===== src/rtl/simplerisc_irq_pkg.sv =====
// Shared types and constants for the SimpleRISC interrupt sequencer and fetch stage.
package simplerisc_irq_pkg;

    localparam int unsigned IRQ_ID_W = 4;

    typedef enum logic [1:0] {
        IDLE = 2'd0,
        PEND = 2'd1,
        ISR  = 2'd2
    } irq_state_e;

    localparam logic [31:0] DEFAULT_VEC_BASE   = 32'h0000_0100;
    localparam int unsigned DEFAULT_VEC_STRIDE = 16;

    // Instruction fetch injects on a redirect flush
    localparam logic [31:0] NOP_INSTR = 32'h6800_0000;

endpackage


===== src/rtl/irq_prio_enc.sv =====
// Fixed-priority encoder: lowest set request index wins.
module irq_prio_enc
    import simplerisc_irq_pkg::*;
#(
    parameter int unsigned NUM_IRQ = 4
) (
    input  logic [NUM_IRQ-1:0]  req_i,
    output logic                valid_o,
    output logic [IRQ_ID_W-1:0] sel_o
);

    // Scan high to low so the last hit (lowest index) is the one kept
    always_comb begin
        valid_o = 1'b0;
        sel_o   = '0;
        for (int i = int'(NUM_IRQ) - 1; i >= 0; i--) begin
            if (req_i[i]) begin
                valid_o = 1'b1;
                sel_o   = IRQ_ID_W'(i);
            end
        end
    end

endmodule


===== src/rtl/irq_fetch_controller.sv =====
// Interrupt sequencer for the fetch stage: latches/masks IRQs, picks a source,
// pulses a redirect to its vector and holds the return PC until reti.
module irq_fetch_controller
    import simplerisc_irq_pkg::*;
#(
    parameter int unsigned NUM_IRQ    = 4,
    parameter logic [31:0] VEC_BASE   = DEFAULT_VEC_BASE,
    parameter int unsigned VEC_STRIDE = DEFAULT_VEC_STRIDE
) (
    input  logic                clk,
    input  logic                rst,
    input  logic [NUM_IRQ-1:0]  irq,
    input  logic                mask_we,
    input  logic [NUM_IRQ-1:0]  mask_wdata,
    input  logic [31:0]         pc_F,
    input  logic                isbranchtaken_E,
    input  logic                add_stall,
    input  logic                reti_E,
    output logic                interrupt,
    output logic [31:0]         pc_isr,
    output logic [31:0]         pc_ret,
    output logic [NUM_IRQ-1:0]  irq_ack,
    output logic [IRQ_ID_W-1:0] irq_id,
    output logic                in_isr
);

    irq_state_e            state_q, state_d;
    logic [NUM_IRQ-1:0]    pend_q, pend_d;
    logic [NUM_IRQ-1:0]    mask_q, mask_d;
    logic [31:0]           pc_ret_q, pc_ret_d;
    logic [IRQ_ID_W-1:0]   irq_id_q, irq_id_d;

    logic [NUM_IRQ-1:0]    req;
    logic                  req_valid;
    logic [IRQ_ID_W-1:0]   sel;
    logic                  take;
    logic [NUM_IRQ-1:0]    ack_vec;

    assign req = pend_q & mask_q;

    irq_prio_enc #(
        .NUM_IRQ (NUM_IRQ)
    ) u_prio_enc (
        .req_i   (req),
        .valid_o (req_valid),
        .sel_o   (sel)
    );

    // Branch and stall both veto the take so a wrong-path or frozen PC is never saved
    assign take    = (state_q == PEND) && !isbranchtaken_E && !add_stall && req_valid;
    assign ack_vec = take ? (NUM_IRQ'(1) << sel) : '0;

    always_ff @(posedge clk) begin
        if (rst) begin
            state_q  <= IDLE;
            pend_q   <= '0;
            mask_q   <= '0;
            pc_ret_q <= '0;
            irq_id_q <= '0;
        end else begin
            state_q  <= state_d;
            pend_q   <= pend_d;
            mask_q   <= mask_d;
            pc_ret_q <= pc_ret_d;
            irq_id_q <= irq_id_d;
        end
    end

    always_comb begin
        state_d  = state_q;
        pend_d   = (pend_q | irq) & ~ack_vec;
        mask_d   = mask_we ? mask_wdata : mask_q;
        pc_ret_d = take ? pc_F : pc_ret_q;
        irq_id_d = take ? sel : irq_id_q;
        unique case (state_q)
            IDLE: if (req_valid) state_d = PEND;
            PEND: begin
                if (!req_valid) state_d = IDLE;
                else if (take)  state_d = ISR;
            end
            ISR:  if (reti_E) state_d = IDLE;
            default: state_d = IDLE;
        endcase
    end

    // Redirect outputs are decoded combinationally so fetch can flush in the take cycle
    always_comb begin
        interrupt = take;
        irq_ack   = ack_vec;
        in_isr    = (state_q == ISR);
        pc_isr    = VEC_BASE + (32'(sel) * 32'(VEC_STRIDE));
        pc_ret    = pc_ret_q;
        irq_id    = irq_id_q;
    end

endmodule


===== config.mk =====
export PLATFORM = sky130hd
export DESIGN_NAME = irq_fetch_controller
export DESIGN_NICKNAME = d
export VERILOG_FILES = /design/src/rtl/simplerisc_irq_pkg.sv /design/src/rtl/irq_prio_enc.sv /design/src/rtl/irq_fetch_controller.sv
export SDC_FILE = /design/constraint.sdc
export NUM_CORES = 1
export LEC_CHECK = 0
export BUFFER_PORTS_ARGS = -buffer_cell sky130_fd_sc_hd__buf_2
export CORE_MARGIN = 2
export CORE_UTILIZATION = 48
export CTS_CLUSTER_SIZE = 8
export DETAILED_ROUTE_END_ITERATION = 8
export PLACE_DENSITY = 0.88
export SYNTH_ARGS = -nofsm -noshare
export SYNTH_HDL_FRONTEND = slang
export SYNTH_HIERARCHICAL = 1
export SYNTH_SLANG_ARGS = --single-unit

===== constraint.sdc =====
create_clock -name clk -period 2.5 [get_ports clk]
set_clock_uncertainty 0.15 [all_clocks]
set_input_delay 0.125 -clock clk [delete_from_list [all_inputs] [get_ports clk]]
set_output_delay 0.125 -clock clk [all_outputs]
set_load 0.05 [all_outputs]

==> impl_metrics.env <==
export IMPL_place_gp_congestion=0.782
export IMPL_power_internal_w=0.00107
export IMPL_vias_per_cell=5.03
export IMPL_fin_area_mm2=0.00304
export IMPL_ctsResizeCount=0
export IMPL_synth_most_common_cell="dfxtp_1"
export IMPL_pwr_share_comb=0.210
export IMPL_max_slew_margin=0.471
export IMPL_setup_violations=0
export IMPL_drtIter0Drc=132
export IMPL_drtAntennaViolNets=0
export IMPL_synthTopCellsByCount="dfxtp_1 (46), nand3_1 (37), a21oi_1 (36)"
export IMPL_ys_top_cells_by_area="dfxtp_1 (42%), buf_4 (11%), nand3_1 (8.5%)"
export IMPL_swShare=0.306
export IMPL_cts_max_level=2
export IMPL_grt_pass1_vias=2035
export IMPL_power_density_mw_per_mm2=506
export IMPL_rows=24
export IMPL_fp_dieH_um=71.4
export IMPL_synthFlopType="dfxtp_1"
export IMPL_worst_pin_slew_ps=793
export IMPL_crit_path_end_kind="output port"
export IMPL_crit_path_start="state_q[0]"
export IMPL_worstHoldPathType="in2reg"
export IMPL_min_from="mask_we"
export IMPL_grt_pass1_wl_um=9560
export IMPL_grt_overflow_total=0
export IMPL_cp_num_cells=3
export IMPL_crit_end="interrupt"
export IMPL_syn_instance_count=255
export IMPL_r2r_start="pend_q[2]"
export IMPL_yosys_warnings=6
export IMPL_fp_dieW_um=71.4
export IMPL_die_area_mm2=0.00510
export IMPL_postPlaceCellArea_mm2=0.00254
export IMPL_port_buffers=89
export IMPL_diodes=0
export IMPL_grt_max_degree=47
export IMPL_tns_ps=0
export IMPL_postCtsHoldBufs=40
export IMPL_power_frac_seq=0.488
export IMPL_crit_family="simple AND/OR/NAND/NOR gates"
export IMPL_synth_top_area_share=0.422
export IMPL_cts_sinks=46
export IMPL_grt_usage=0.234
export IMPL_start_kind="flip-flop"
export IMPL_slew_violations=0
export IMPL_initial_core_util=0.501
export IMPL_rr_endpoint="pc_ret[24]"
export IMPL_synthArstFlopShare=0
export IMPL_cts_buffer_depth=2
export IMPL_cts_tree="yes"
export IMPL_worst_endpoint_required_ps=2230
export IMPL_ys_seq_elements=46
export IMPL_post_drt_wl_per_cell_um=13.3
export IMPL_coreArea_mm2=0.00435
export IMPL_yosysSeqAreaShare=0.422
export IMPL_clock_latency_ps=290
export IMPL_drtPass1Iterations=4
export IMPL_io_pins=120
export IMPL_cts_inserted_buffers=5
export IMPL_clk_pin_slew_ps=80
export IMPL_outcome="complete, no violations"
export IMPL_post_cts_buffers=0
export IMPL_reg2regPathDepth=7
export IMPL_switching_power_w=0.000471
export IMPL_critPathMaxFanout=29
export IMPL_syn_to_final_growth_pct=39.3
export IMPL_hpwlAfterDp_um=3520
export IMPL_slowest_stage="or3b_2"
export IMPL_clockPowerShare=0.303
export IMPL_num_vias=2144
export IMPL_arrival_ps=1910
export IMPL_grt_antenna_before_repair=0
export IMPL_utilization=0.698
export IMPL_synth_enable_flop_cells=0
export IMPL_criticalPathCategory="reg2out"
export IMPL_nNetsFinal=419
export IMPL_cpPeakStageDelay_ps=750
export IMPL_syn_area_mm2=0.00218
export IMPL_rsz0062_at_grt="no"
export IMPL_period_share=0.873
export IMPL_drv_cap=0
export IMPL_vdd_drop_max_v=0.000394
export IMPL_finalHoldViolations=0
export IMPL_r2r_setup_slack_ps=570
export IMPL_syn_area_per_cell_um2=8.56
export IMPL_min_period_ps=2180
export IMPL_clockRootBuffer="clkbuf_8"
export IMPL_leakage_nw=1.35
export IMPL_total_power_w=0.00154
export IMPL_max_clock_freq_mhz=458
export IMPL_wirelength_um=5680
export IMPL_cp_buffers_inverters=1
export IMPL_ys_types=27
export IMPL_synth_top_cell_by_area="dfxtp_1"
export IMPL_final_layout_size_suffix_gt1_frac=0.358
export IMPL_cp_cell_sequence="or3b_2 -> nor2_1 -> buf_2"
export IMPL_drcViolationCount=0
## sequential cells by signal (all words and copies together), names as in the netlist
| signal | flops |
|---|---|
| irq_id | 4 |
| mask_q | 4 |
| pc_ret | 32 |
| pend_q | 4 |
| state_q | 2 |
## worst min-delay path by stage
stage,to,slack (ps),depth (start not counted)
after floorplan,mask_q[0],120,2
after global placement,mask_q[3],210,3
after detailed placement,mask_q[0],220,3
after CTS,mask_q[0],10,3
after global routing,pend_q[3],30,3
final,mask_q[0],20,3
## power groups by stage
stage               Combinational (W)  Clock [W]  Sequential (W)
floorplan                    0.000237          0        0.000773
global placement             0.000266          0        0.000767
detailed placement           0.000270          0        0.000767
CTS                          0.000318   0.000482        0.000750
global route                 0.000345   0.000512        0.000752
finish                       0.000322   0.000465        0.000750
## metal layers
layer | part of all wire | vias up | track usage
met1 | 0.41 | 975 | 0.296
met3 | 0.066 | 9 | 0.0591
met4 | 0.013 | 0 | 0.0545
li1 | - | 1063 | -
met5 | 0 | - | 0
met2 | 0.51 | 97 | 0.402
## per-stage QoR
stage          cells  setup WS (ps)  hold WS, ps
3_5_place_dp     378            582          223
2_1_floorplan    282           69.0          122
5_1_grt          426            119         28.0
4_1_cts          426            323         12.9
6_report         426            318         16.5
3_3_place_gp     378            617          209
## layout make-up
type                    instances  area (um^2)
inverters                       4         15.0
repair buffers                136          911
clock inverters                 2         12.5
flip-flops and latches         46          921
multi-input cells             180         1030
well taps                      52         65.1
clock buffers                   6         82.6
fillers                       345         1320
## cell usage in the layout, fill, tap and decap left out, drive strengths merged, types with 4 or more instances in the layout
| cell | synthesis | routed |
|---|---|---|
| a21oi | 37 | 37 |
| a31oi | 4 | 4 |
| and2 | 4 | 4 |
| buf | 43 | 96 |
| clkbuf | 9 | 6 |
| conb | 3 | 30 |
| dfxtp | 46 | 46 |
| dlygate4sd3 | 0 | 40 |
| inv | 4 | 4 |
| mux2i | 4 | 4 |
| nand3 | 37 | 37 |
| nor2 | 9 | 9 |
| nor3 | 6 | 6 |
| o21ai | 36 | 36 |
| o21bai | 4 | 4 |
## worst min-delay path: cells and delay by family
| kind | cells | cell delay (ps) |
|---|---|---|
| buffers and inverters | 1 | 140 |
| AND/OR/NAND/NOR | 1 | 70 |
| multiplexers | 1 | 90 |
## logic make-up (layout without fill, tap and decap cells)
kind of cell / count (synthesis) / after routing / synth area share
simple gates: 64 / 64 / 0.151
flops: 46 / 46 / 0.422
buf+inv: 56 / 148 / 0.171
compound gates: 82 / 82 / 0.232
other cells: 3 / 30 / 0.00516
mux: 4 / 4 / 0.0183
(Power assumes the default switching activity.)
